[src/rtl/dma_pkg.sv]
// Shared types and helpers for the DMA burst controller: FSM states, default
// word geometry and the tail-length helper used when a word is retired.
package dma_pkg;

  typedef enum logic [2:0] {
    S_IDLE,
    S_FILL,
    S_WR_REQ,
    S_RD_REQ,
    S_DRAIN,
    S_DONE
  } state_e;

  localparam int DDR_W_DEF  = 512;
  localparam int BPW_DEF    = DDR_W_DEF / 8;
  localparam int LANE_W_DEF = $clog2(BPW_DEF);

  // Bytes actually carried by the word being retired: never more than remain.
  function automatic int unsigned bytes_in_word(input int unsigned rem,
                                                input int unsigned lane);
    return (rem < lane) ? rem : lane;
  endfunction

endpackage

[src/rtl/dma_byte_unpack.sv]
// Holds one DDR read word and presents the byte selected by the drain lane.
module dma_byte_unpack #(
  parameter int DDR_W = 512
) (
  input  logic                          i_clk,
  input  logic                          reset,
  input  logic                          cap_i,
  input  logic [DDR_W-1:0]              word_i,
  input  logic [$clog2(DDR_W/8)-1:0]    lane_i,
  output logic [7:0]                    byte_o
);

  logic [DDR_W-1:0] word_q;

  always_ff @(posedge i_clk) begin
    if (reset) begin
      word_q <= '0;
    end else if (cap_i) begin
      word_q <= word_i;
    end
  end

  assign byte_o = word_q[{lane_i, 3'b000} +: 8];

endmodule

[src/rtl/dma_burst_ctrl.sv]
// Byte-stream <-> DDR word DMA engine: packs write bytes into words, unpacks
// read words into bytes, with auto-incrementing word addresses and abort.
module dma_burst_ctrl
  import dma_pkg::*;
#(
  parameter int DDR_W  = DDR_W_DEF,
  parameter int ADDR_W = 27,
  parameter int LEN_W  = 20
) (
  input  logic              i_clk,
  input  logic              reset,
  input  logic              i_cmd_valid,
  output logic              o_cmd_ready,
  input  logic              i_cmd_write,
  input  logic [ADDR_W-1:0] i_cmd_addr,
  input  logic [LEN_W-1:0]  i_cmd_len,
  input  logic              i_abort,
  input  logic [7:0]        i_data,
  input  logic              i_data_valid,
  output logic              o_data_ready,
  output logic [7:0]        o_rd_data,
  output logic              o_rd_valid,
  input  logic              i_rd_ready,
  output logic [ADDR_W-1:0] o_ddr_addr,
  output logic [DDR_W-1:0]  o_ddr_data,
  output logic              o_ddr_wr,
  input  logic              i_ddr_wr_done,
  output logic              o_ddr_rd,
  input  logic              i_ddr_rd_done,
  input  logic [DDR_W-1:0]  i_ddr_rd_data,
  output logic              o_busy,
  output logic              o_done,
  output logic              o_aborted
);

  localparam int BPW    = DDR_W / 8;
  localparam int LANE_W = $clog2(BPW);

  state_e              state_q, state_d;
  logic [ADDR_W-1:0]   addr_q, addr_d;
  logic [LEN_W-1:0]    rem_q, rem_d;
  logic [LANE_W:0]     lane_q, lane_d;   // one extra bit so a full word counts to BPW
  logic [DDR_W-1:0]    word_q, word_d;
  logic                aborted_q, aborted_d;
  logic                cap;
  logic                lane_last;
  logic                fill_end;
  logic                run;
  logic [7:0]          rd_byte;

  assign lane_last = (lane_q == (LANE_W+1)'(BPW-1));
  assign fill_end  = (rem_q == LEN_W'(lane_q) + LEN_W'(1));

  always_ff @(posedge i_clk) begin
    if (reset) begin
      state_q   <= S_IDLE;
      addr_q    <= '0;
      rem_q     <= '0;
      lane_q    <= '0;
      word_q    <= '0;
      aborted_q <= 1'b0;
    end else begin
      state_q   <= state_d;
      addr_q    <= addr_d;
      rem_q     <= rem_d;
      lane_q    <= lane_d;
      word_q    <= word_d;
      aborted_q <= aborted_d;
    end
  end

  always_comb begin
    state_d   = state_q;
    addr_d    = addr_q;
    rem_d     = rem_q;
    lane_d    = lane_q;
    word_d    = word_q;
    aborted_d = 1'b0;
    cap       = 1'b0;
    case (state_q)
      S_IDLE: begin
        if (i_cmd_valid) begin
          addr_d = i_cmd_addr & ~ADDR_W'(BPW-1);
          rem_d  = i_cmd_len;
          lane_d = '0;
          word_d = '0;
          if (i_cmd_len == '0)   state_d = S_DONE;
          else if (i_cmd_write)  state_d = S_FILL;
          else                   state_d = S_RD_REQ;
        end
      end
      S_FILL: begin
        if (i_data_valid) begin
          word_d[{lane_q[LANE_W-1:0], 3'b000} +: 8] = i_data;
          lane_d = lane_q + 1'b1;
          if (lane_last || fill_end) state_d = S_WR_REQ;
        end
      end
      S_WR_REQ: begin
        if (i_ddr_wr_done) begin
          addr_d  = addr_q + ADDR_W'(BPW);
          rem_d   = rem_q - LEN_W'(bytes_in_word(32'(rem_q), 32'(lane_q)));
          lane_d  = '0;
          word_d  = '0;
          state_d = (rem_d == '0) ? S_DONE : S_FILL;
        end
      end
      S_RD_REQ: begin
        if (i_ddr_rd_done) begin
          cap     = 1'b1;
          lane_d  = '0;
          state_d = S_DRAIN;
        end
      end
      S_DRAIN: begin
        if (i_rd_ready) begin
          lane_d = lane_q + 1'b1;
          rem_d  = (rem_q == '0) ? '0 : rem_q - LEN_W'(1);
          if (lane_last || rem_q <= LEN_W'(1)) begin
            addr_d  = addr_q + ADDR_W'(BPW);
            state_d = (rem_d == '0) ? S_DONE : S_RD_REQ;
          end
        end
      end
      S_DONE:  state_d = S_IDLE;
      default: state_d = S_IDLE;
    endcase
    // Abort freezes the datapath so a coincident DDR done leaves no trace.
    if (i_abort && state_q != S_IDLE) begin
      state_d   = S_IDLE;
      addr_d    = addr_q;
      rem_d     = rem_q;
      lane_d    = lane_q;
      word_d    = word_q;
      cap       = 1'b0;
      aborted_d = 1'b1;
    end
  end

  dma_byte_unpack #(.DDR_W(DDR_W)) u_unpack (
    .i_clk  (i_clk),
    .reset  (reset),
    .cap_i  (cap),
    .word_i (i_ddr_rd_data),
    .lane_i (lane_q[LANE_W-1:0]),
    .byte_o (rd_byte)
  );

  // Everything is forced low while reset is held, even before the first edge.
  assign run          = !reset;
  assign o_cmd_ready  = run && (state_q == S_IDLE);
  assign o_busy       = run && (state_q != S_IDLE);
  assign o_data_ready = run && (state_q == S_FILL);
  assign o_ddr_wr     = run && (state_q == S_WR_REQ);
  assign o_ddr_rd     = run && (state_q == S_RD_REQ);
  assign o_rd_valid   = run && (state_q == S_DRAIN);
  assign o_done       = run && (state_q == S_DONE);
  assign o_aborted    = run && aborted_q;
  assign o_ddr_addr   = run ? addr_q : '0;
  assign o_ddr_data   = run ? word_q : '0;
  assign o_rd_data    = run ? rd_byte : 8'h00;

endmodule

[config.mk]
export PLATFORM = sky130hd
export DESIGN_NAME = dma_burst_ctrl
export DESIGN_NICKNAME = d
export VERILOG_FILES = /design/src/rtl/dma_pkg.sv /design/src/rtl/dma_byte_unpack.sv /design/src/rtl/dma_burst_ctrl.sv
export SDC_FILE = /design/constraint.sdc
export NUM_CORES = 2
export LEC_CHECK = 0
export ABC_AREA = 0
export CAP_MARGIN = 0
export CELL_PAD_IN_SITES_DETAIL_PLACEMENT = 0
export CELL_PAD_IN_SITES_GLOBAL_PLACEMENT = 1
export CORE_AREA = 2 2 444 446
export DETAILED_ROUTE_END_ITERATION = 8
export DIE_AREA = 0 0 446 448
export PLACE_DENSITY = 0.67
export SKIP_CTS_REPAIR_TIMING = 1
export SLEW_MARGIN = 20
export SYNTH_ARGS = -nofsm -noshare
export SYNTH_HDL_FRONTEND = slang
export SYNTH_SLANG_ARGS = --single-unit
[constraint.sdc]
create_clock -name i_clk -period 6.2 [get_ports i_clk]
set_input_delay 0.62 -clock i_clk [delete_from_list [all_inputs] [get_ports i_clk]]
set_output_delay 0.62 -clock i_clk [all_outputs]
set_load 0.01 [all_outputs]
==> results.json <==
{
  "hpwl_um": 172000,
  "period_needed_ps": 5220,
  "die_h_um": 448,
  "cts_inserted_buffers": 132,
  "clock.fmax_mhz": 192,
  "wl_um": 231000,
  "gp_congestion": 0.878,
  "placed_area_mm2": 0.0611,
  "met1_usage": 0.256,
  "worstPathArrival_ps": 4600,
  "maxSlewViolCount": 0,
  "required_ps": 5580,
  "start_util": 0.245,
  "ys_seq_area_frac": 0.452,
  "min_path_cells": 2,
  "powerDensity_mw_per_mm2": 309,
  "power_mw": 20.3,
  "tightest_slew_ps": 1180,
  "rsz0062_at_grt": "false",
  "grt_pass1_wl_um": 323000,
  "maxSlewHeadroom": 0.204,
  "setup_viol": 0,
  "nets": 7282,
  "grt_usage": 0.221,
  "cts.sinks": 1076,
  "finish.utilization": 0.337,
  "crit_type": "reg2out",
  "h-tree-depth": 4,
  "dieArea_mm2": 0.200,
  "die_w_um": 446,
  "finalClockSkew_ps": 32.2,
  "synth_area_mm2": 0.0477,
  "antenna_found_initial": 33,
  "clkLatencyLatePin_ps": 800,
  "rrSetupSlack_ps": 1220,
  "synth_area_per_cell_um2": 8.24,
  "drtAntennaViolNets": 0,
  "synth-seq-cells": 1076,
  "leakage_nw": 21.3,
  "cp_max_fo": 65,
  "multi_input_area_mm2": 0.0240,
  "avgViaCountPerCell": 4.94,
  "grt_max_degree": 199,
  "grt_util_met2": 0.391,
  "tns_ps": 0,
  "synth_adder_area_share": 0.00672,
  "grt.busiest_layer": "met2",
  "layout_common_cells": "nand2_1, clkdlybuf4s50_1, dfxtp_1, a21oi_1, nor2b_1",
  "global_route.usage.met3": 0.0461,
  "finalCritPeriodShare": 0.842,
  "syn_inst": 5789,
  "area_delta_synth_final_pct": 37.4,
  "drt-initial-drc-count": 3237,
  "critPathLaunch": "lane_q[0]$_SDFFE_PP0P_",
  "synth_edf_count": 0,
  "r2r_end": "state_q[2]$_SDFFE_PP0P_",
  "synth_xor_area_frac": 0.00569,
  "cts_tree": "built",
  "end_kind": "output port",
  "synthArstFlopShare": 0,
  "dominantRegCellSynth": "dfxtp_1",
  "drive_above_1_share": 0.0740,
  "port_buffers": 1118,
  "muxShareOfSynthArea": 0.0786,
  "fillers": 20600,
  "yosys_warnings": 0,
  "clk_pin_slew_ps": 60,
  "hold_viol_final": 0,
  "grt_pass1_vias": 45000,
  "core_mm2": 0.195,
  "synth-simple-area-share": 0.227,
  "drc": 0,
  "ff2ff_path_depth": 15,
  "finish.instance_area_mm2": 0.0656,
  "synth-compound-area-share": 0.183,
  "ioPinCount": 1131,
  "vias": 46200,
  "worstHoldStart": "reset",
  "root_buffer": "clkbuf_16",
  "timing.hold.ws_ps": 319,
  "grt.overflow.total": 0,
  "synth_top_family_by_area": "simple AND/OR/NAND/NOR gates",
  "rows": 162,
  "hold_class": "in2reg",
  "synth.distinct_cells": 81,
  "drt-pass1-iter-count": 6,
  "startpoint_type": "register",
  "ff_latch_area_mm2": 0.0216,
  "status": "completed",
  "routedWlPerCell_um": 24.7,
  "clk_path_buf_depth": 3,
  "worstHoldEndpoint": "word_q[120]$_SDFFE_PP0P_",
  "r2r_start": "rem_q[8]$_SDFFE_PP0P_",
  "final_common_cell": "nand2_1",
  "ir_drop_mv": 0.249,
  "max_cap_violations": 0
}
==> area by class of cell <==
type	count	share of cell area
Antenna cell	14	0.000534
Clock buffer	190	0.0595
Clock inverter	44	0.00718
Inverter	135	0.00775
Multi-Input combinational cell	4140	0.367
Sequential cell	1076	0.329
Tap cell	2542	0.0485
Timing Repair Buffer	1196	0.181
==> worst max-delay path by stage <==
stage                              endpoint  slack (ps)  cells after the start
floorplan           state_q[2]$_SDFFE_PP0P_        1320                     21
global placement    state_q[2]$_SDFFE_PP0P_        1220                     15
detailed placement  state_q[2]$_SDFFE_PP0P_        1330                     15
CTS                            o_rd_data[5]         730                      6
global route        state_q[2]$_SDFFE_PP0P_         660                     15
finish                         o_rd_data[5]         980                      6
==> synth_stat cells (40+ instances only) <==
cell | instances | share of area
nor2b_1 | 430 | 0.056
nand2_1 | 1337 | 0.11
nor2_1 | 381 | 0.030
dfxtp_1 | 1076 | 0.45
clkbuf_1 | 389 | 0.031
o32ai_1 | 105 | 0.019
o21ai_0 | 418 | 0.044
a21oi_1 | 631 | 0.066
a22oi_1 | 115 | 0.018
mux4_2 | 162 | 0.076
nand3_1 | 79 | 0.0083
inv_1 | 134 | 0.011
nand2b_1 | 40 | 0.0052
==> logic make-up (layout without fill, tap and decap cells) <==
logic type	after synthesis	after routing
flops	1076	1076
simple gates	2428	2428
buf+inv	578	1565
mux	172	172
fa+ha+maj	25	25
compound gates	1478	1478
other cells	1	20
xor+xnor	31	31
==> registers in the layout, indices dropped and copies added, names as in the netlist <==
signal / count
state_q: 3
rem_q: 20
aborted_q: 1
lane_q: 7
u_unpack.word_q: 512
word_q: 512
addr_q: 21
==> power breakdown <==
group | leakage (nW) | switching (mW) | internal [mW] | total, mW
logic | 10.5 | 3.43 | 1.56 | 4.99
clock network | 2.17 | 3.22 | 4.64 | 7.86
registers | 8.68 | 0.299 | 7.11 | 7.41
total | 21.3 | 6.95 | 13.3 | 20.3
==> worst max-delay path: stages, from the launching register on <==
cell and delay [ps]:
dfxtp_4 760, buf_12 460, mux4_2 650, mux4_2 490
mux4_2 450, and2_1 160, clkdlybuf4s50_1 640
==> stage by stage <==
stage                     setup WS [ps]  instances
final                               978       9337
after global routing                664       9329
after CTS                           727       9323
after detailed placement           1330       9089
after global placement             1220       9089
after floorplan                    1320       5794
==> per-layer routing <==
layer	up-vias	part of all wire
li1	21700	-
met1	22500	0.39
met2	1569	0.50
met3	385	0.061
met4	32	0.047
met5	-	0.00090
Power figures use the tool's default switching activity.
